**config.mk**
```make
export PLATFORM = sky130hd
export DESIGN_NAME = hawk_cmpresn_ctrl
export DESIGN_NICKNAME = d
export VERILOG_FILES = /design/src/rtl/hawk_cmpresn_ctrl.sv
export SDC_FILE = /design/constraint.sdc
export NUM_CORES = 1
export LEC_CHECK = 0
export CORE_AREA = 2 2 359 361
export CTS_CLUSTER_DIAMETER = 50
export DETAILED_ROUTE_END_ITERATION = 8
export DIE_AREA = 0 0 361 363
export HOLD_SLACK_MARGIN = 0.03
export MAX_ROUTING_LAYER = met4
export PLACE_DENSITY_LB_ADDON = 0.05
export REMOVE_ABC_BUFFERS = 1
export SLEW_MARGIN = 20
export SYNTH_ARGS = -nofsm -noshare
export SYNTH_HDL_FRONTEND = slang
export SYNTH_SLANG_ARGS = --single-unit
```
**constraint.sdc**
```tcl
create_clock -name clk_i -period 6.3 [get_ports clk_i]
set_input_delay 1.26 -clock clk_i [delete_from_list [all_inputs] [get_ports clk_i]]
set_output_delay 1.26 -clock clk_i [all_outputs]
set_load 0.01 [all_outputs]
```
**src/rtl/hawk_cmpresn_ctrl.sv**
```systemverilog
// HAWK compression manager: pops the uncompressed-list head, streams the page
// to the compressor, places the result via PWM and frees the way.
module hawk_cmpresn_ctrl #(
  parameter int unsigned   AW       = 64,
  parameter int unsigned   DW       = 512,
  parameter int unsigned   LW       = 16,
  parameter logic [AW-1:0] TOL_BASE = '0
) (
  input  logic           clk_i,
  input  logic           rst_ni,
  input  logic           trigger,
  input  logic [LW-1:0]  uncomp_head,
  input  logic [LW-1:0]  uncomp_tail,
  input  logic           arready,
  output logic           arvalid,
  output logic [AW-1:0]  araddr,
  output logic [7:0]     arlen,
  input  logic           rvalid,
  input  logic           rlast,
  input  logic [1:0]     rresp,
  input  logic [DW-1:0]  rdata,
  output logic           rready,
  input  logic           rdfifo_full,
  output logic           rdm_reset,
  output logic           comp_start,
  input  logic           comp_done,
  input  logic           incompressible,
  input  logic [13:0]    comp_size,
  input  logic           pwm_ready,
  output logic           zspg_req,
  output logic [AW-13:0] zspg_way,
  output logic [13:0]    zspg_size,
  input  logic           zspg_updated,
  input  logic [AW-1:0]  zspg_cpage,
  output logic           tbl_update,
  output logic [15:0]    upd_att_id,
  output logic [1:0]     upd_sts,
  output logic [AW-1:0]  upd_ppa,
  output logic [LW-1:0]  upd_lst_id,
  input  logic           tbl_update_done,
  output logic           done,
  output logic           fail,
  output logic [AW-13:0] free_way
);

  localparam int unsigned WW = AW - 12;
  localparam logic [1:0] ST_INCOMP = 2'd2;
  localparam logic [1:0] ST_COMP   = 2'd3;

  typedef enum logic [3:0] {
    S_IDLE, S_POP, S_RD_REQ, S_RD_WAIT, S_RDM_RST, S_PG_REQ, S_PG_STRM,
    S_WAIT_COMP, S_ZS_REQ, S_ZS_WAIT, S_TBL_REQ, S_TBL_WAIT, S_HOLD, S_ERR
  } state_e;

  state_e          state_q, state_d;
  logic [LW-1:0]   id_q;
  logic [2:0]      sel_q;
  logic [WW-1:0]   way_q;
  logic [15:0]     att_q;
  logic [5:0]      cnt_q;
  logic            pend_q, pinc_q;
  logic [13:0]     psz_q;
  logic            rd_en_q, strm_q;
  logic            done_d, fail_d;
  logic            beat, cd, cinc;
  logic [13:0]     csz;
  logic [AW-1:0]   tol_addr;
  logic [63:0]     tol_word;

  assign tol_addr = TOL_BASE + ((AW'(uncomp_head) - AW'(1)) << 3);
  assign tol_word = rdata[{sel_q, 6'b0} +: 64];
  // FIFO full gates R ready combinationally so no beat is ever dropped
  assign rready   = rd_en_q & ~(strm_q & rdfifo_full);
  assign beat     = rvalid & rready;
  assign cd       = comp_done | pend_q;
  assign cinc     = pend_q ? pinc_q : incompressible;
  assign csz      = pend_q ? psz_q : comp_size;

  always_comb begin
    state_d = state_q;
    done_d  = 1'b0;
    fail_d  = 1'b0;
    unique case (state_q)
      S_IDLE:    if (trigger) state_d = S_POP;
      S_POP: begin
        if (uncomp_head == '0) begin
          done_d  = 1'b1;
          fail_d  = 1'b1;
          state_d = S_HOLD;
        end else begin
          state_d = S_RD_REQ;
        end
      end
      S_RD_REQ:  if (arready) state_d = S_RD_WAIT;
      S_RD_WAIT: begin
        if (beat) begin
          if (rresp != 2'b00) state_d = S_ERR;
          else if (rlast)     state_d = S_RDM_RST;
        end
      end
      S_RDM_RST: state_d = S_PG_REQ;
      S_PG_REQ:  if (arready) state_d = S_PG_STRM;
      S_PG_STRM: begin
        if (beat) begin
          if (rresp != 2'b00)      state_d = S_ERR;
          else if (cnt_q == 6'd63) state_d = S_WAIT_COMP;
        end
      end
      S_WAIT_COMP: if (cd) state_d = cinc ? S_TBL_REQ : S_ZS_REQ;
      S_ZS_REQ:    if (pwm_ready) state_d = S_ZS_WAIT;
      S_ZS_WAIT:   if (zspg_updated) state_d = S_TBL_REQ;
      S_TBL_REQ:   if (pwm_ready) state_d = S_TBL_WAIT;
      S_TBL_WAIT: begin
        if (tbl_update_done) begin
          if (upd_sts == ST_COMP) begin
            done_d  = 1'b1;
            state_d = S_HOLD;
          end else if (upd_sts == ST_INCOMP &&
                       uncomp_head != uncomp_tail) begin
            state_d = S_POP;
          end else begin
            done_d  = 1'b1;
            fail_d  = 1'b1;
            state_d = S_HOLD;
          end
        end
      end
      S_HOLD:  if (!trigger) state_d = S_IDLE;
      S_ERR:   state_d = S_ERR;
      default: state_d = S_IDLE;
    endcase
  end

  always_ff @(posedge clk_i or negedge rst_ni) begin
    if (!rst_ni) begin
      state_q    <= S_IDLE;
      id_q       <= '0;
      sel_q      <= '0;
      way_q      <= '0;
      att_q      <= '0;
      cnt_q      <= '0;
      pend_q     <= 1'b0;
      pinc_q     <= 1'b0;
      psz_q      <= '0;
      rd_en_q    <= 1'b0;
      strm_q     <= 1'b0;
      arvalid    <= 1'b0;
      araddr     <= '0;
      arlen      <= '0;
      rdm_reset  <= 1'b0;
      comp_start <= 1'b0;
      zspg_req   <= 1'b0;
      zspg_way   <= '0;
      zspg_size  <= '0;
      tbl_update <= 1'b0;
      upd_att_id <= '0;
      upd_sts    <= '0;
      upd_ppa    <= '0;
      upd_lst_id <= '0;
      done       <= 1'b0;
      fail       <= 1'b0;
      free_way   <= '0;
    end else begin
      state_q    <= state_d;
      done       <= done_d;
      rdm_reset  <= state_d == S_RDM_RST;
      comp_start <= state_d == S_RDM_RST;
      arvalid    <= (state_d == S_RD_REQ) || (state_d == S_PG_REQ);
      rd_en_q    <= (state_d == S_RD_WAIT) || (state_d == S_PG_STRM);
      strm_q     <= state_d == S_PG_STRM;
      zspg_req   <= (state_q == S_ZS_REQ) && pwm_ready;
      tbl_update <= (state_q == S_TBL_REQ) && pwm_ready;
      if (done_d) begin
        fail     <= fail_d;
        free_way <= fail_d ? '0 : way_q;
      end
      unique case (state_q)
        S_POP: begin
          if (uncomp_head != '0) begin
            id_q   <= uncomp_head;
            sel_q  <= tol_addr[5:3];
            araddr <= tol_addr & ~AW'(63);
            arlen  <= 8'd0;
          end
        end
        S_RD_WAIT: begin
          if (beat && rlast && rresp == 2'b00) begin
            way_q <= WW'(tol_word >> 32);
            att_q <= tol_word[15:0];
          end
        end
        S_RDM_RST: begin
          araddr <= {way_q, 12'h000};
          arlen  <= 8'd63;
          cnt_q  <= '0;
          pend_q <= 1'b0;
        end
        S_PG_STRM: begin
          if (beat) cnt_q <= cnt_q + 6'd1;
          // compressor may finish before the last beat is accounted
          if (comp_done) begin
            pend_q <= 1'b1;
            pinc_q <= incompressible;
            psz_q  <= comp_size;
          end
        end
        S_WAIT_COMP: begin
          if (cd) begin
            pend_q <= 1'b0;
            if (cinc) begin
              upd_sts <= ST_INCOMP;
              upd_ppa <= {way_q, 12'h000};
            end else begin
              zspg_way  <= way_q;
              zspg_size <= csz;
            end
          end
        end
        S_ZS_WAIT: begin
          if (zspg_updated) begin
            upd_sts <= ST_COMP;
            upd_ppa <= zspg_cpage;
          end
        end
        S_TBL_REQ: begin
          if (pwm_ready) begin
            upd_att_id <= att_q;
            upd_lst_id <= id_q;
          end
        end
        default: ;
      endcase
    end
  end

endmodule

```
==> impl_metrics.py <==
metrics = {
    "status": {
        "status": "completed",
    },
    "timing": {
        "timing_hold_violations_final": 0,
        "finClkSkew_ns": 0.04545,
        "finalCriticalPeriod_ns": 4.102,
        "worstMarginPinSlew_ns": 1.016,
        "rsz0062_at_grt": "no",
        "drv_slew": 0,
        "setup-tns-final_ns": 0,
        "relSlewSlack_pct": 32.28,
        "max_freq_mhz": 243.8,
        "setup_viol": 0,
        "post-route-period-util_pct": 65.11,
    },
    "clock_tree": {
        "clkTransAtPathRegs_ns": 0.05,
        "clockBufferDepth": 3,
        "htree_num_levels": 3,
        "cts_made_buffers": 74,
        "ctsRootBufferMaster": "clkbuf_16",
        "cts-resized-gates": 0,
        "clk_latency_ns": 0.62,
        "post_cts_buffers": 0,
        "postCtsHoldBufs": 0,
        "cts_tree": "done",
        "cts.sinks": 317,
    },
    "die": {
        "rows": 131,
        "die_w_um": 361,
        "start_util_pct": 12.91,
        "io_pins": 932,
        "die_h_um": 363,
        "die_area_mm2": 0.1310,
        "core-area_mm2": 0.1270,
    },
    "global_routing": {
        "grt-ovfl-total": 0,
        "antenna_found_initial": 21,
        "track_usage_pct": 13.28,
        "grt_max_degree": 97,
        "grt_pass1_wl_um": 119300,
        "grt_pass1_vias": 15040,
    },
    "pwr": {
        "leakage_nw": 11.31,
        "p_comb_share_pct": 38.8,
        "finalPower_w": 0.01218,
        "p_per_area_mw_per_mm2": 435.5,
        "power.share.clock_pct": 31.9,
        "vdd.ir_drop.worst_uv": 138.5,
        "intPower_w": 0.007930,
        "p_sw_w": 0.004249,
        "p_seq_share_pct": 29.3,
        "swShare_pct": 34.89,
    },
    "setup_path": {
        "cp-end-kind": "primary output",
        "required_ns": 5.04,
        "cp-start-kind": "input port",
        "path_class": "in -> out",
        "crit_arrival_ns": 2.84,
        "critical_path.max_fanout": 6,
    },
    "detailed_routing": {
        "drtPass1Iterations": 4,
        "ant_nets": 0,
        "drt_wl_total_um": 86540,
        "wl_per_cell_um": 22.88,
        "drc": 0,
        "routed-via-count": 13720,
        "vias_per_cell": 3.629,
        "drt-initial-drc-count": 396,
    },
    "yosys": {
        "synthArstFlopShare_pct": 100.0,
        "synth_ff_type": "dfrtp_1",
        "synthCells": 1330,
        "yosysTopAreaCellShare_pct": 48.36,
        "syn_area_mm2": 0.01640,
        "ys_warn_count": 0,
        "synth_area_leaders": "dfrtp_1, mux4_2, mux2i_1, mux2_2, a22o_1",
        "synth_top_area_cell": "dfrtp_1",
        "synth_edf_count": 0,
        "synthDistinctLibCells": 57,
        "yosysSeqAreaShare_pct": 48.36,
        "avgSynthCellArea_um2": 12.33,
        "ys_seq_elements": 317,
    },
    "hold_path": {
        "hp-class": "reg -> reg",
    },
    "layout": {
        "instances_no_fill": 3782,
        "syn_to_final_growth_pct": 70.51,
        "layout_common_cells": "clkdlybuf4s50_1, dfrtp_1, mux4_2",
        "fin_area_mm2": 0.02797,
        "drive_above_1_share_pct": 16.87,
        "fin_nets": 2686,
        "layout_commonest_cell": "clkdlybuf4s50_1",
        "fin_util_pct": 22.02,
    },
    "place": {
        "place_congestion": 0.7465,
        "io_buffers": 755,
        "dp_hpwl_um": 64150,
        "place_inst": 3633,
        "dpl-instance-area_mm2": 0.02542,
    },
    "flow_run": {
        "maxCapViolCount": 0,
    },
}
[Yosys cell counts, types with 8 or more instances]
library cell  count
dfrtp_1         317
a21oi_1          59
mux2_1           14
o21ai_0          35
xnor2_1          20
mux2_2           80
nor2_1           66
mux4_2           96
a22o_1           65
nand3_1          43
nand2b_1          8
clkbuf_1         56
nand2_1          95
buf_2            36
o21ai_1          37
nand3_2          19
buf_4            74
xor2_1           14
mux2i_1          94
[power groups by stage]
stage	registers (W)	clock network (W)	logic [W]
finish	0.00357	0.00389	0.00472
CTS	0.00362	0.00404	0.00492
detailed placement	0.00364	0	0.00489
floorplan	0.00378	0	0.00204
global placement	0.00363	0	0.00490
global route	0.00372	0.00416	0.00513
[per-stage QoR]
stage / worst slack [ns] / hold slack [ns]
after floorplan: 0.2384 / 0.4444
after global placement: 1.518 / 0.4585
after detailed placement: 1.525 / 0.4702
after CTS: 2.137 / 0.4807
after global routing: 2.052 / 0.4986
final: 2.198 / 0.4745
[kinds of logic (layout without fill, tap and decap cells)]
kind of cell	Yosys count	in the layout	share of synthesized area (%)
xor gates and xnor gates	34	34	1.816
muxes	284	284	25.37
adders and majority gates	3	3	0.2289
buffers and inverters	185	912	6.522
DFF	317	317	48.36
other	1	64	0.02286
and+or+nand+nor	288	288	9.070
AOI/OAI and AO/OA	218	218	8.605
[cell type report]
type	count	area, µm²
antenna	16	40.04
clock buffer	100	2156
clock inverter	33	346.6
fill	13570	99060
inverter	7	26.28
multi-input combinational	875	7635
sequential	317	7944
tap	1662	2079
timing repair buffer	772	7740
[path summary, 6_finish.rpt]
check	from	end	slack (ns)	depth (start not counted)
worst max-delay path	rdfifo_full	rready	2.20	3
worst min-delay path	upd_ppa[17]$_DFFE_PN0P_	upd_ppa[17]$_DFFE_PN0P_	0.47	2
worst max register to register	state_q[0]$_DFF_PN0_	free_way[12]$_DFFE_PN0P_	2.97	7
max in group asynchronous	rst_ni	araddr[22]$_DFFE_PN0P_	4.27	2
min in group asynchronous	rst_ni	zspg_size[0]$_DFFE_PN0P_	0.68	1
worst min register to register	upd_ppa[17]$_DFFE_PN0P_	upd_ppa[17]$_DFFE_PN0P_	0.47	2
[routing by layer]
| metal | global-route usage (%) | routed length (µm) | vias to the layer above |
|---|---|---|---|
| li1 | - | - | 6277 |
| met1 | 14.47 | 33970 | 6729 |
| met2 | 22.10 | 42190 | 623 |
| met3 | 5.711 | 8726 | 94 |
| met4 | 3.528 | 1649 | 0 |
| met5 | - | 0 | - |
[flip-flops by register name, indices dropped and copies added (netlist names), 2 cells and up]
| name | count |
|---|---|
| upd_ppa | 64 |
| araddr | 39 |
| free_way | 32 |
| way_q | 32 |
| zspg_way | 32 |
| att_q | 16 |
| id_q | 16 |
| upd_att_id | 16 |
| upd_lst_id | 16 |
| psz_q | 14 |
| zspg_size | 14 |
| cnt_q | 6 |
| state_q | 4 |
| sel_q | 3 |
| upd_sts | 2 |
[critical path, stage by stage]
cell	delay, ns
clkdlybuf4s50_1	0.41
a21boi_1	0.51
clkdlybuf4s50_1	0.66
No activity file was read; power rests on OpenSTA's default activity.
